**src/rtl/hazard_control_unit.sv**
```systemverilog
// Pipeline hazard control: load-use stall, branch flush, MDU hold and memory-wait freeze.
// Latency: enables/flushes/mdu_start are combinational; state and counters update on the clock edge.
// Backpressure: a memory stall (mem_req & ~dmem_ready) freezes every pipeline register, overriding all else.
module hazard_control_unit #(
  parameter int CNT_W = 16
) (
  input  logic             clk,
  input  logic             rst,
  input  logic [4:0]       id_rs1_addr,
  input  logic [4:0]       id_rs2_addr,
  input  logic             id_uses_rs1,
  input  logic             id_uses_rs2,
  input  logic [4:0]       ex_rd_addr,
  input  logic             ex_mem_read,
  input  logic             ex_branch_taken,
  input  logic             ex_is_mdu,
  input  logic             mdu_done,
  input  logic             mem_req,
  input  logic             dmem_ready,
  output logic             pc_en,
  output logic             if_id_en,
  output logic             id_ex_en,
  output logic             ex_mem_en,
  output logic             mem_wb_en,
  output logic             if_id_flush,
  output logic             id_ex_flush,
  output logic             ex_mem_flush,
  output logic             mdu_start,
  output logic [1:0]       state,
  output logic [CNT_W-1:0] stall_cycles,
  output logic [CNT_W-1:0] flush_count
);

  typedef enum logic [1:0] {
    RUN      = 2'b00,
    MDU_BUSY = 2'b01,
    MEM_WAIT = 2'b10
  } state_t;

  state_t state_q;
  state_t state_d;
  logic   mem_stall;
  logic   load_use;
  logic   branch_flush;

  assign mem_stall = mem_req && !dmem_ready;

  assign load_use = ex_mem_read && (ex_rd_addr != 5'd0) &&
                    ((id_uses_rs1 && (id_rs1_addr == ex_rd_addr)) ||
                     (id_uses_rs2 && (id_rs2_addr == ex_rd_addr)));

  assign state = state_q;

  always_comb begin
    pc_en        = 1'b1;
    if_id_en     = 1'b1;
    id_ex_en     = 1'b1;
    ex_mem_en    = 1'b1;
    mem_wb_en    = 1'b1;
    if_id_flush  = 1'b0;
    id_ex_flush  = 1'b0;
    ex_mem_flush = 1'b0;
    mdu_start    = 1'b0;
    branch_flush = 1'b0;
    state_d      = state_q;

    if (rst) begin
      pc_en     = 1'b0;
      if_id_en  = 1'b0;
      id_ex_en  = 1'b0;
      ex_mem_en = 1'b0;
      mem_wb_en = 1'b0;
      state_d   = RUN;
    end else if (mem_stall) begin
      pc_en     = 1'b0;
      if_id_en  = 1'b0;
      id_ex_en  = 1'b0;
      ex_mem_en = 1'b0;
      mem_wb_en = 1'b0;
      state_d   = (state_q == MDU_BUSY) ? MDU_BUSY : MEM_WAIT;
    end else if (state_q == MDU_BUSY) begin
      if (mdu_done) begin
        state_d = RUN;
      end else begin
        pc_en        = 1'b0;
        if_id_en     = 1'b0;
        id_ex_en     = 1'b0;
        ex_mem_en    = 1'b0;
        ex_mem_flush = 1'b1;
      end
    end else begin
      // A released MEM_WAIT (and the unused encoding) behaves exactly like RUN.
      state_d = RUN;
      if (ex_is_mdu) begin
        mdu_start    = 1'b1;
        pc_en        = 1'b0;
        if_id_en     = 1'b0;
        id_ex_en     = 1'b0;
        ex_mem_en    = 1'b0;
        ex_mem_flush = 1'b1;
        state_d      = MDU_BUSY;
      end else if (ex_branch_taken) begin
        if_id_flush  = 1'b1;
        id_ex_flush  = 1'b1;
        branch_flush = 1'b1;
      end else if (load_use) begin
        pc_en       = 1'b0;
        if_id_en    = 1'b0;
        id_ex_flush = 1'b1;
      end
    end
  end

  always_ff @(posedge clk) begin
    if (rst) begin
      state_q      <= RUN;
      stall_cycles <= '0;
      flush_count  <= '0;
    end else begin
      state_q <= state_d;
      if (!pc_en && (stall_cycles != '1)) begin
        stall_cycles <= stall_cycles + CNT_W'(1);
      end
      if (branch_flush && (flush_count != '1)) begin
        flush_count <= flush_count + CNT_W'(1);
      end
    end
  end

endmodule

```
**config.mk**
```make
export PLATFORM = sky130hd
export DESIGN_NAME = hazard_control_unit
export DESIGN_NICKNAME = d
export VERILOG_FILES = /design/src/rtl/hazard_control_unit.sv
export SDC_FILE = /design/constraint.sdc
export NUM_CORES = 1
export LEC_CHECK = 0
export BUFFER_PORTS_ARGS = -buffer_cell sky130_fd_sc_hd__clkbuf_2
export CAP_MARGIN = 20
export CORE_ASPECT_RATIO = 0.5
export CORE_MARGIN = 4
export CORE_UTILIZATION = 49
export CTS_CLUSTER_SIZE = 24
export DETAILED_ROUTE_END_ITERATION = 7
export GPL_ROUTABILITY_DRIVEN = 0
export GPL_TIMING_DRIVEN = 0
export HOLD_SLACK_MARGIN = 0.1
export PLACE_DENSITY = 0.79
export SLEW_MARGIN = 15
export SYNTH_ARGS = -nofsm -noshare
export SYNTH_HDL_FRONTEND = slang
export SYNTH_SLANG_ARGS = --single-unit
```
**constraint.sdc**
```tcl
create_clock -name clk -period 3.15 [get_ports clk]
set_clock_uncertainty 0.1 [all_clocks]
set_input_delay 0.4725 -clock clk [delete_from_list [all_inputs] [get_ports clk]]
set_output_delay 0.4725 -clock clk [all_outputs]
set_load 0.05 [all_outputs]
```
# Word-level counts from Yosys, hierarchy flattened
# Cells that the tools add are included.
[word_totals]
ff_bits = 34
latch_bits = 0
ram_bits = 0
mem_bits_ro = 0
input_bits = 25
out_inout_bits = 43
elab_cells = 59
memories = 0
[classes]
n_addsub = 2
n_mul = 0
n_div = 0
order_cmp = 0
n_eq_ne = 6
shift = 0
n_mux = 37
bitwise_logic = 0
n_reduce_logical = 11
[op_table]
columns = ["cell", "n"]
rows = [
  ["$mux 1", 33],
  ["$add 16x1->16 const B", 2],
  ["$ne 16x16->1 const B", 2],
  ["$eq 5x5->1", 2],
  ["$mux 2", 4],
  ["$logic_and 1x1->1", 7],
  ["$reduce_bool 5->1", 1],
  ["$ne 3x3->1 const B", 1],
  ["$eq 2x1->1 const B", 1],
  ["$logic_not 1->1", 2],
  ["$logic_or 1x1->1", 1],
]

# Depth between registers and ports, before layout
[logic_depth]
ltp_word = 12
mapped_depth = 9
mapped_depth_nobuf = 7

# Worst setup path before layout
# Ideal clock, no wire load.
[synth_path]
path_kind = "register to output"
startpoint = "register state_q[0], in the netlist state[0]"
endpoint = "output pc_en"
arrival_ns = 3.168
t_required_ns = 2.577
setup_slack_ns = -0.591
stages_incl_launch_ff = 6
path_buffers = 1
cell_sequence = "dfxtp_1 > nand2b_1 > a2111oi_2 > o41ai_2 > inv_1 > buf_4"
[synth_via]
elab_chain_cells = 4
[synth_lines]
columns = ["item", "line_no", "source"]
rows = [
  ["start: declaration", "40", "state_t state_q;"],
  ["start signal: assignment", "120", "state_q <= state_d;"],
  ["$eq 2x1->1", "81", "end else if (state_q == MDU_BUSY) begin"],
  ["$mux 1 (3 in series)", "-", ""],
  ["end: declaration", "20", "output logic pc_en,"],
]
# Every way passes these cells.

# Worst setup path in the final report
[layout_path]
startpoint = "input ex_rd_addr[3]"
endpoint = "output pc_en"
[layout_via]
elab_chain_cells = 10
elab_cells_between_ends = 14
classes_between = "eq/ne: 2; mux: 6; reduce/logical: 6"
[layout_lines]
columns = ["item", "line_no", "source"]
rows = [
  ["start: declaration", "13", "input logic [4:0] ex_rd_addr,"],
  ["$eq 5x5->1, on equally long branches", "49, 50", ""],
  ["$logic_and 1x1->1, on equally long branches", "49, 50", ""],
  ["$logic_or 1x1->1", "49", "((id_uses_rs1 && (id_rs1_addr == ex_rd_addr)) ||"],
  ["$logic_and 1x1->1 (*)", "48", "assign load_use = ex_mem_read && (ex_rd_addr != 5'd0) &&"],
  ["$mux 1 (*)", "106", "end else if (load_use) begin"],
  ["$mux 1 (*)", "102", "end else if (ex_branch_taken) begin"],
  ["$mux 1 (*)", "94", "if (ex_is_mdu) begin"],
  ["$mux 1 (*)", "81", ""],
  ["$mux 1 (*)", "74", "end else if (mem_stall) begin"],
  ["$mux 1 (*)", "67", "if (rst) begin"],
]
# Mark *: on every way between the ends. The rest lies on a longest branch, timed or not.

==> metrics.md <==
| Metric | Value |
|---|---|
| Leak | `0.943 nW` |
| Worst-Skew Late Latency | `0.28 ns` |
| Antenna-violating nets left | `0` |
| Final setup violation count | `0` |
| Layout Nets | `321` |
| Commonest non-fill, non-tap cell in the layout | `clkbuf_2` |
| Drt pass-1 iters | `4` |
| Slew @ Worst Pin | `0.698 ns` |
| PD cells | `417 mW/mm^2` |
| Syn Inst Count | `220` |
| # DRC | `0` |
| Total chip power | `0.000993 W` |
| Cts-stage hold buffer count | `0` |
| CP Class | `primary input to primary output` |
| Combinational share of power | `16.2%` |
| WP data arrival | `2.27 ns` |
| Worst Path Required | `2.58 ns` |
| Setup TNS | `0 ns` |
| PortBufs | `67` |
| CTS tree | `done` |
| Die Width | `95.3 um` |
| Maximum vdd drop | `264 uV` |
| H-Tree Depth | `2` |
| Die height | `51.6 um` |
| Largest delay share family, worst path | `compound AO/OA/AOI/OAI gates` |
| Hpwl dp | `3630 um` |
| CP Cell Sequence | `clkbuf_2, xor2_1, nor4_1, a32oi_1, o41ai_2, inv_2, buf_4, clkbuf_2` |
| Max-slew headroom | `53.0%` |
| Share of layout cells above drive strength 1 | `28.5%` |
| Synth Area per Inst | `8.49 sq um` |
| Flops & latches, synth | `34` |
| CP bufs+invs | `4` |
| Seq pwr share | `44.8%` |
| First-pass GRT wire length | `8090 um` |
| Internal Power | `0.000725 W` |
| Slowest CP cell | `o41ai_2` |
| Clock transition at path regs | `0.07 ns` |
| Switch share | `27.0%` |
| Vias per cell | `5.55` |
| Register area share after synthesis | `36.5%` |
| Num CTS Buffers | `5` |
| Initial antenna violation count | `0` |
| Number of max-slew violations in the final report | `0` |
| R2R setup slack | `0.76 ns` |
| Resized cells post-CTS | `0` |
| Fmax | `0.352 GHz` |
| Total GRT Usage | `20.6%` |
| Clock Tree Buf Depth | `2` |
| Final Hold Viols | `0` |
| Yosys cell types | `47` |
| Most frequent cells in the layout | `clkbuf_2, dfxtp_1, nor2_1, a21oi_1, xor2_1` |
| Hold WC Path Type | `primary input to register` |
| Setup crit start kind | `primary input` |
| Antenna Diode Count | `0` |
| Max Cap Viol | `0` |
| Vias in the first global route | `1800` |
| Status | `complete, no violations` |
| Pre-CTS WS | `0.267 ns` |
| Fillcell total | `303` |
| Boundary Pins | `68` |
| Syn Nets | `247` |
| Initial detailed-routing violation count | `53` |
| Tcrit/Tclk final | `90.2%` |
| Initial Util | `52.6%` |
| DR vias | `1921` |
| # rows | `15` |
| Root buf cell | `clkbuf_8` |
| Area Growth Syn to Fin | `27.7%` |
| Post-layout min period | `2.84 ns` |
| Yosys Warn Count | `0` |
| Overall routed net length | `4810 um` |
| Cell mode on critical path | `clkbuf_2` |
| Core Box Area | `0.00355 sq mm` |
| Cell Area, Synth | `0.00187 sq mm` |
| Post-DP Area | `0.00228 sq mm` |
| Sw Pwr | `0.000269 W` |
| Die area | `0.00492 sq mm` |
| RSZ-0062 raised after global routing | `no` |
| Setup Fix Bufs, Post-CTS | `0` |
| Setup ws final | `0.308 ns` |
| Design area | `0.00238 sq mm` |
| Inst Count DP | `338` |
| Post-route insts no fill | `346` |
| Worst path max stage delay | `0.54 ns` |
| CTS sink cnt | `34` |
| Pin count of the biggest net entering global routing | `11` |
| Crit path max fanout | `5` |
| DR WL/cell | `13.9 um` |
| Total gr overflow | `0` |
| Clock share of power | `39.0%` |
| Crit end category | `primary output` |
-- state kept, by name, indices dropped and copies added, names as in the netlist --
name          cells
state             2
flush_count      16
stall_cycles     16
-- cells by family after synthesis --
kind of cell,count (synthesis),synth area share (%)
flip-flops,34,36.5
AO/OA/AOI/OAI,41,14.2
buffers and inverters,14,3.82
multiplexers,4,2.28
AND/OR/NAND/NOR,103,31.6
adder cells (fa/ha/maj),2,1.34
XOR/XNOR,22,10.3
-- worst paths after layout --
| check | from | to | cells past startpoint |
|---|---|---|---|
| min | mem_req | state[1]$_SDFFE_PP0P_ | 3 |
| max | ex_rd_addr[3] | pc_en | 8 |
| max reg2reg | stall_cycles[0]$_SDFFE_PP0P_ | stall_cycles[13]$_SDFFE_PP0P_ | 7 |
| min reg2reg | flush_count[9]$_SDFFE_PP0P_ | flush_count[9]$_SDFFE_PP0P_ | 2 |
-- cells in the mapped netlist, drive strengths merged --
master   number  share of area [%]
o21ai        11                3.1
dfxtp        34                 36
or4           6                2.4
nor2b         3                1.0
a21oi        17                4.6
inv           5                1.0
nand2b        4                1.3
a41o          1               0.54
or3          10                3.4
nand3        11                2.9
mux2i         2                1.1
a311oi        1               0.47
and3          3                1.0
clkbuf        4               0.80
ha            2                1.3
xor2         12                5.6
a31oi         1               0.34
buf           5                2.0
nor3          6                1.6
nor2         22                4.4
xnor2        10                4.7
o21a          2               0.87
nand2         7                1.4
or2           1               0.34
nor4          7                2.7
nand3b        1               0.40
or4b          1               0.54
nor3b         4                1.6
mux2          2                1.2
o41ai         2                1.3
and2          3                1.0
o31ai         3                1.2
nand4         8                2.7
a41oi         1               0.47
a32oi         1               0.47
nand4b        1               0.47
nor4b         1               0.47
and4          4                1.9
a2111oi       1               0.80
-- metal layers --
layer | global-route usage [%] | vias to the layer above | routed length, um
li1 | - | 966 | -
met1 | 24.9 | 914 | 2190
met2 | 37.3 | 39 | 2370
met3 | 5.35 | 2 | 235
met4 | 4.31 | 0 | 13
met5 | 0 | - | 0
-- final cells by class --
type	count	area [sq um]	share of cell area [%]
Inverter	5	18.8	0.787
Timing Repair Buffer	67	335	14.1
Sequential cell	34	681	28.5
Buffer	9	52.6	2.20
Multi-Input combinational cell	172	1130	47.3
Clock inverter	1	30.0	1.26
Tap cell	51	63.8	2.68
Clock buffer	7	76.3	3.20
-- worst reg2reg max path, cell delays in order (launching register included) --
cell and delay (ns):
dfxtp_1 0.35, ha_1 0.24, nand3_1 0.08, or4_1 0.12
or4b_1 0.45, o21a_2 0.27, nor4_1 0.33, mux2_1 0.35
-- power by group through the flow --
stage / Sequential (W) / Combinational [W] / Clock (W)
4_1_cts: 0.000445 / 0.000162 / 0.000396
2_1_floorplan: 0.000479 / 0.0000858 / 0
6_report: 0.000445 / 0.000161 / 0.000387
3_5_place_dp: 0.000455 / 0.000161 / 0
5_1_grt: 0.000446 / 0.000173 / 0.000419
3_3_place_gp: 0.000454 / 0.000156 / 0
-- through the flow --
stage               hold WS (ns)  util [%]
floorplan                  0.524         -
global placement           0.391      64.2
detailed placement         0.408      64.2
CTS                        0.388      67.2
global route               0.413      67.2
finish                     0.398      67.2
Power figures use the tool's default switching activity.
